File: config.mk
export PLATFORM = sky130hd
export DESIGN_NAME = bus_write_monitor
export DESIGN_NICKNAME = d
export VERILOG_FILES = /design/src/rtl/bus_write_monitor.sv
export SDC_FILE = /design/constraint.sdc
export NUM_CORES = 1
export LEC_CHECK = 0
export CAP_MARGIN = 20
export CORE_ASPECT_RATIO = 1.75
export CORE_MARGIN = 3
export CORE_UTILIZATION = 64
export CTS_CLUSTER_DIAMETER = 30
export CTS_CLUSTER_SIZE = 24
export DETAILED_ROUTE_END_ITERATION = 16
export GPL_TIMING_DRIVEN = 0
export PLACE_DENSITY = 0.87
export RECOVER_POWER = 25
export SYNTH_ARGS = -nofsm -noshare
export SYNTH_HDL_FRONTEND = slang
export SYNTH_SLANG_ARGS = --single-unit
File: constraint.sdc
create_clock -name XTAL_IN -period 14.2 [get_ports XTAL_IN]
set_clock_uncertainty 0.15 [all_clocks]
set_input_delay 1.42 -clock XTAL_IN [delete_from_list [all_inputs] [get_ports XTAL_IN]]
set_output_delay 1.42 -clock XTAL_IN [all_outputs]
set_load 0.05 [all_outputs]
File: src/rtl/bus_write_monitor.sv
// bus_write_monitor
//   Captures CPU byte writes from the multiplexed E/RW/AS/AD bus. Byte writes
//   to A and A+1 (low-byte increment wraps within the page) are paired into
//   16-bit word records. The records are queued in a show-ahead FIFO.
//   Unpaired byte writes are counted. An interrupt asserts at a FIFO level.
//
// Ports
//   XTAL_IN        8 MHz clock; all logic runs on its rising edge
//   RESET_IN       asynchronous, active-high reset
//   E_IN/RW/AS     bus strobes (RW: 0 = write, AS: active-high)
//   DATA_ADDR_LOW  multiplexed low address / data byte
//   AD_HIGH        high address byte
//   rd_en          pop the FIFO head (ignored when empty)
//   rd_data        FIFO head {addr[15:0], data[15:0]}, 0 when empty
//   empty/full/count  FIFO status
//   overflow       sticky: a word was dropped at full; ovf_clr clears it
//   orphan_count   saturating count of unpaired byte writes
//   irq            count >= IRQ_LEVEL
module bus_write_monitor #(
    parameter int DEPTH     = 8,
    parameter int IRQ_LEVEL = 1
) (
    input  logic                     XTAL_IN,
    input  logic                     RESET_IN,
    input  logic                     E_IN,
    input  logic                     RW,
    input  logic                     AS,
    input  logic [7:0]               DATA_ADDR_LOW,
    input  logic [7:0]               AD_HIGH,
    input  logic                     rd_en,
    output logic [31:0]              rd_data,
    output logic                     empty,
    output logic                     full,
    output logic [$clog2(DEPTH):0]   count,
    output logic                     overflow,
    input  logic                     ovf_clr,
    output logic [7:0]               orphan_count,
    output logic                     irq
);
    localparam int AW = $clog2(DEPTH);
    localparam int CW = AW + 1;

    typedef enum logic {IDLE, HAVE_LO} state_t;

    // Word record as queued in the FIFO
    typedef struct packed {
        logic [15:0] addr;
        logic [15:0] data;
    } word_t;

    // ---------------- input stage ----------------
    logic        s_E, s_RW, s_AS, p_E, p_RW;
    logic [7:0]  s_DAL, s_AD_HIGH;
    logic [15:0] lat_addr;

    always_ff @(posedge XTAL_IN or posedge RESET_IN) begin
        if (RESET_IN) begin
            s_E       <= 1'b0;
            s_RW      <= 1'b0;
            s_AS      <= 1'b0;
            s_DAL     <= '0;
            s_AD_HIGH <= '0;
            p_E       <= 1'b0;
            p_RW      <= 1'b0;
            lat_addr  <= '0;
        end else begin
            s_E       <= E_IN;
            s_RW      <= RW;
            s_AS      <= AS;
            s_DAL     <= DATA_ADDR_LOW;
            s_AD_HIGH <= AD_HIGH;
            p_E       <= s_E;
            p_RW      <= s_RW;
            if (s_AS)
                lat_addr <= {s_AD_HIGH, s_DAL};
        end
    end

    // A byte event needs s_RW=0 and a release needs s_RW=1, so the two
    // never coincide and a simple priority in the FSM is sufficient.
    logic byte_ev, rw_rel;
    assign byte_ev = s_E & ~p_E & ~s_RW;
    assign rw_rel  = s_RW & ~p_RW;

    // ---------------- pairing FSM ----------------
    state_t      state, state_nxt;
    logic [15:0] lo_addr;
    logic [7:0]  lo_data;
    logic        addr_match, push, orphan_inc, lo_load;
    word_t       push_word;

    // The partner address increments only the low byte (0x20FF pairs with 0x2000)
    assign addr_match = (lat_addr == {lo_addr[15:8], lo_addr[7:0] + 8'd1});
    assign push_word  = '{addr: lo_addr, data: {s_DAL, lo_data}};

    always_ff @(posedge XTAL_IN or posedge RESET_IN) begin
        if (RESET_IN) state <= IDLE;
        else          state <= state_nxt;
    end

    always_comb begin
        state_nxt = state;
        case (state)
            IDLE:    if (byte_ev) state_nxt = HAVE_LO;
            HAVE_LO: begin
                if (byte_ev)     state_nxt = addr_match ? IDLE : HAVE_LO;
                else if (rw_rel) state_nxt = IDLE;
            end
            default: state_nxt = IDLE;
        endcase
    end

    always_comb begin
        push       = 1'b0;
        orphan_inc = 1'b0;
        lo_load    = 1'b0;
        case (state)
            IDLE:    lo_load = byte_ev;
            HAVE_LO: begin
                if (byte_ev) begin
                    if (addr_match) begin
                        push = 1'b1;
                    end else begin
                        orphan_inc = 1'b1;
                        lo_load    = 1'b1;
                    end
                end else if (rw_rel) begin
                    orphan_inc = 1'b1;
                end
            end
            default: ;
        endcase
    end

    always_ff @(posedge XTAL_IN or posedge RESET_IN) begin
        if (RESET_IN) begin
            lo_addr      <= '0;
            lo_data      <= '0;
            orphan_count <= '0;
        end else begin
            if (lo_load) begin
                lo_addr <= lat_addr;
                lo_data <= s_DAL;
            end
            if (orphan_inc && orphan_count != 8'hFF)
                orphan_count <= orphan_count + 8'd1;
        end
    end

    // ---------------- FIFO ----------------
    word_t            mem [DEPTH];
    logic [AW-1:0]    wr_ptr, rd_ptr;
    logic             do_pop, do_push;

    assign empty   = (count == '0);
    assign full    = (count == CW'(DEPTH));
    assign do_pop  = rd_en & ~empty;
    // A pop in the same cycle frees the slot, so a push at full still lands
    assign do_push = push & (~full | do_pop);
    assign rd_data = empty ? '0 : mem[rd_ptr];
    assign irq     = (count >= CW'(IRQ_LEVEL));

    always_ff @(posedge XTAL_IN) begin
        if (do_push)
            mem[wr_ptr] <= push_word;
    end

    always_ff @(posedge XTAL_IN or posedge RESET_IN) begin
        if (RESET_IN) begin
            wr_ptr   <= '0;
            rd_ptr   <= '0;
            count    <= '0;
            overflow <= 1'b0;
        end else begin
            if (do_push) wr_ptr <= wr_ptr + 1'b1;
            if (do_pop)  rd_ptr <= rd_ptr + 1'b1;
            case ({do_push, do_pop})
                2'b10:   count <= count + 1'b1;
                2'b01:   count <= count - 1'b1;
                default: ;
            endcase
            // set wins over clear
            if (push & full & ~do_pop) overflow <= 1'b1;
            else if (ovf_clr)          overflow <= 1'b0;
        end
    end

endmodule
==> results.toml <==
[outcome]
outcome = "finished, final reports clean"

[placement]
dp.final_hpwl_um = 19200
gp_congestion = 0.802
port-buffer-count = 70
dp_cells = 1047
place_area_um2 = 14800

[sta]
period_share = 0.367
slew_headroom = 0.307
rsz0062_at_grt = "false"
clock.fmax_mhz = 192
fin_setup_tns_ns = 0
drv_slew = 0
worst_slew_pin_slew_ns = 1.03
finalHoldViolCount = 0
whs_ns = 0.244
setup_violations = 0
period_needed_ns = 5.22

[cts]
ctsHtreeMaxLevel = 2
ctsHoldBuffers = 0
worstSkewPairLatency_ns = 0.51
clock-sinks = 337
cts_root_buffer = "clkbuf_16"
cts_resized = 0
cts_buffers = 34
cts_tree = "built"
post_cts_buffers = 0
cts_buffer_depth = 3
cts.clk_slew.worst_paths_ns = 0.07

[final_layout]
drive_gt1_frac = 0.244
layout.cells.most_common = "edfxtp_1"
nNetsFinal = 866
fin_cells = 1108
layout_common_cells = "256 x edfxtp_1, 81 x dfrtp_1, 70 x clkdlybuf4s50_1"
synthToLayoutAreaGrowth_pct = 18.6
postLayoutCellArea_um2 = 15900
antenna_cells = 0

[worst_setup_path]
startpoint = "rd_ptr[0]$_DFFE_PP0P_"
crit_required_ns = 12.63
crit_path_max_fanout = 10
cpMaxStageDelayCell = "buf_1"
end_kind = "primary output"
path_class = "reg2out"
path_cells = "buf_2 > buf_1 > mux4_2 > mux2i_1 > nor2_1 > clkdlybuf4s50_1"
r2r_start = "lo_addr[0]$_DFFE_PP0P_"
critical_path_arrival_ns = 3.65
cpPeakStageDelay_ns = 0.78
critPathLaunchType = "flop"

[drt]
drtAntennaViolNets = 0
vias = 7381
avgViaCountPerCell = 6.66
drtIter0Drc = 810
wl_per_cell_um = 28.2
drc = 0
drt_wl_total_um = 31200
drt_pass1_iterations = 5

[logic_synthesis]
netlist_area_um2 = 13400
synth_seq_cells = 337
avgSynthCellArea_um2 = 19.0
ys_seq_area_frac = 0.724
synth_cells = 706
synth_top_area_share = 0.573
synth_nets = 737
synth_warnings = 0
synth_area_leaders = "edfxtp_1 57%, dfrtp_1 15%, mux4_2 11%"
yosys.area.top_type = "edfxtp_1"
yosysUniqueCellTypes = 53

[power_and_ir_drop]
cellPowerDensity_nw_per_um2 = 203
finalPower_w = 0.00324
ir_drop_uv = 146
p_comb_frac = 0.356
leakage_nw = 5.54
clock_power_share = 0.269
p_int_w = 0.00205
p_sw_w = 0.00119
p_seq_frac = 0.375
p_sw_frac = 0.366

[job]
cap_violations = 0

[global_routing]
antenna_found_initial = 0
grt_pass1_vias = 7967
grt_pass1_wl_um = 47900
gr-total-overflow = 0
grt_start_max_net_pins = 46
grt_usage = 0.288

[floorplanning]
fp-row-count = 69
core_area_um2 = 20500
die-area_um2 = 22800
fp.dieH_um = 197
initial_core_util = 0.655
die_x_um = 115
ioPinCount = 71

[hold_path]
hold_start = "s_E$_DFF_PP0_"
hold_path.class = "reg2reg"
## power groups by stage
stage	Combinational, W	Clock [W]	Sequential (W)
2_1_floorplan	0.000764	0	0.00124
3_3_place_gp	0.00111	0	0.00122
6_report	0.00115	0.000871	0.00121
3_5_place_dp	0.00114	0	0.00123
5_1_grt	0.00121	0.000916	0.00122
4_1_cts	0.00116	0.000879	0.00121
## logic make-up (layout without fill, tap and decap cells)
family                     after synthesis  count (layout)  share of synthesized area
DFF                                    337             337                      0.724
buffers and inverters                   40             194                     0.0149
muxes                                  139             139                      0.167
AOI/OAI and AO/OA                       34              34                     0.0185
xor gates and xnor gates                29              29                     0.0189
adders and majority gates                8               8                    0.00746
and+or+nand+nor                        119             119                     0.0484
## through the flow
step | utilization | setup slack [ns]
after floorplan | - | 9.22
after global placement | 0.705 | 6.60
after detailed placement | 0.724 | 9.45
after CTS | 0.778 | 8.91
after global routing | 0.778 | 8.78
final | 0.778 | 8.98
## layer usage
layer / wire, um / GRT usage / vias to the layer above
met5: 0 / 0 / -
met4: 1650 / 0.142 / 0
met3: 2250 / 0.0524 / 130
met2: 16500 / 0.483 / 453
met1: 10800 / 0.361 / 3741
li1: - / - / 3057
## flip-flops by register name, summed over array words and instances (netlist names)
signal	flops
rd_ptr	3
state	1
p_E	1
s_DAL	8
count	4
s_E	1
lo_addr	16
p_RW	1
orphan_count	8
mem	256
lo_data	8
lat_addr	16
s_RW	1
s_AS	1
overflow	1
s_AD_HIGH	8
wr_ptr	3
## final timing paths
kind	end	depth (start not counted)	slack, ns
min in group asynchronous	s_AS$_DFF_PP0_	2	1.15
worst max register to register	mem[5][30]$_DFFE_PP_	11	9.67
worst max-delay path	rd_data[18]	6	8.98
max in group asynchronous	orphan_count[6]$_DFFE_PP0P_	3	12.14
worst min-delay path	p_E$_DFF_PP0_	0	0.24
worst min register to register	p_E$_DFF_PP0_	0	0.24
## cells in the mapped netlist (all sizes together)
cell and count:
nand2 18, nand4b 6, nor3 3, o31a 1, a221oi 3, or3b 3, dfrtp 81, edfxtp 256
clkbuf 14, inv 8, nand4 4, a22oi 1, o211ai 9, xor2 13, a21bo 1, o21ai 6
mux2 42, nor2b 4, or3 2, nor4b 1, nor2 41, o21ba 1, clkdlybuf4s25 1, mux4 64
a31oi 4, buf 17, nor3b 9, mux2i 33, and4 3, or2 1, and3 2, xnor2 16
ha 8, o2111ai 1, nand3 15, or4 2, a211oi 1, a21oi 5, nand3b 1, or4b 1
nor4 1, nand2b 2, a21o 1
## layout make-up
cell class	instances	area [um2]
Sequential cell	337	9710
Fill cell	1042	4550
Multi-Input combinational cell	329	3550
Timing Repair Buffer	93	1040
Clock buffer	41	902
Tap cell	248	310
Clock inverter	20	186
Buffer	32	170
Inverter	8	32.5
## worst max-delay path, delay by kind of cell, from the launching register on
kind | cells | cell delay [ns]
flip-flops | 1 | 0.37
multiplexers | 2 | 0.85
AND/OR/NAND/NOR | 1 | 0.07
buffers and inverters | 3 | 1.82
(Power assumes the default switching activity.)
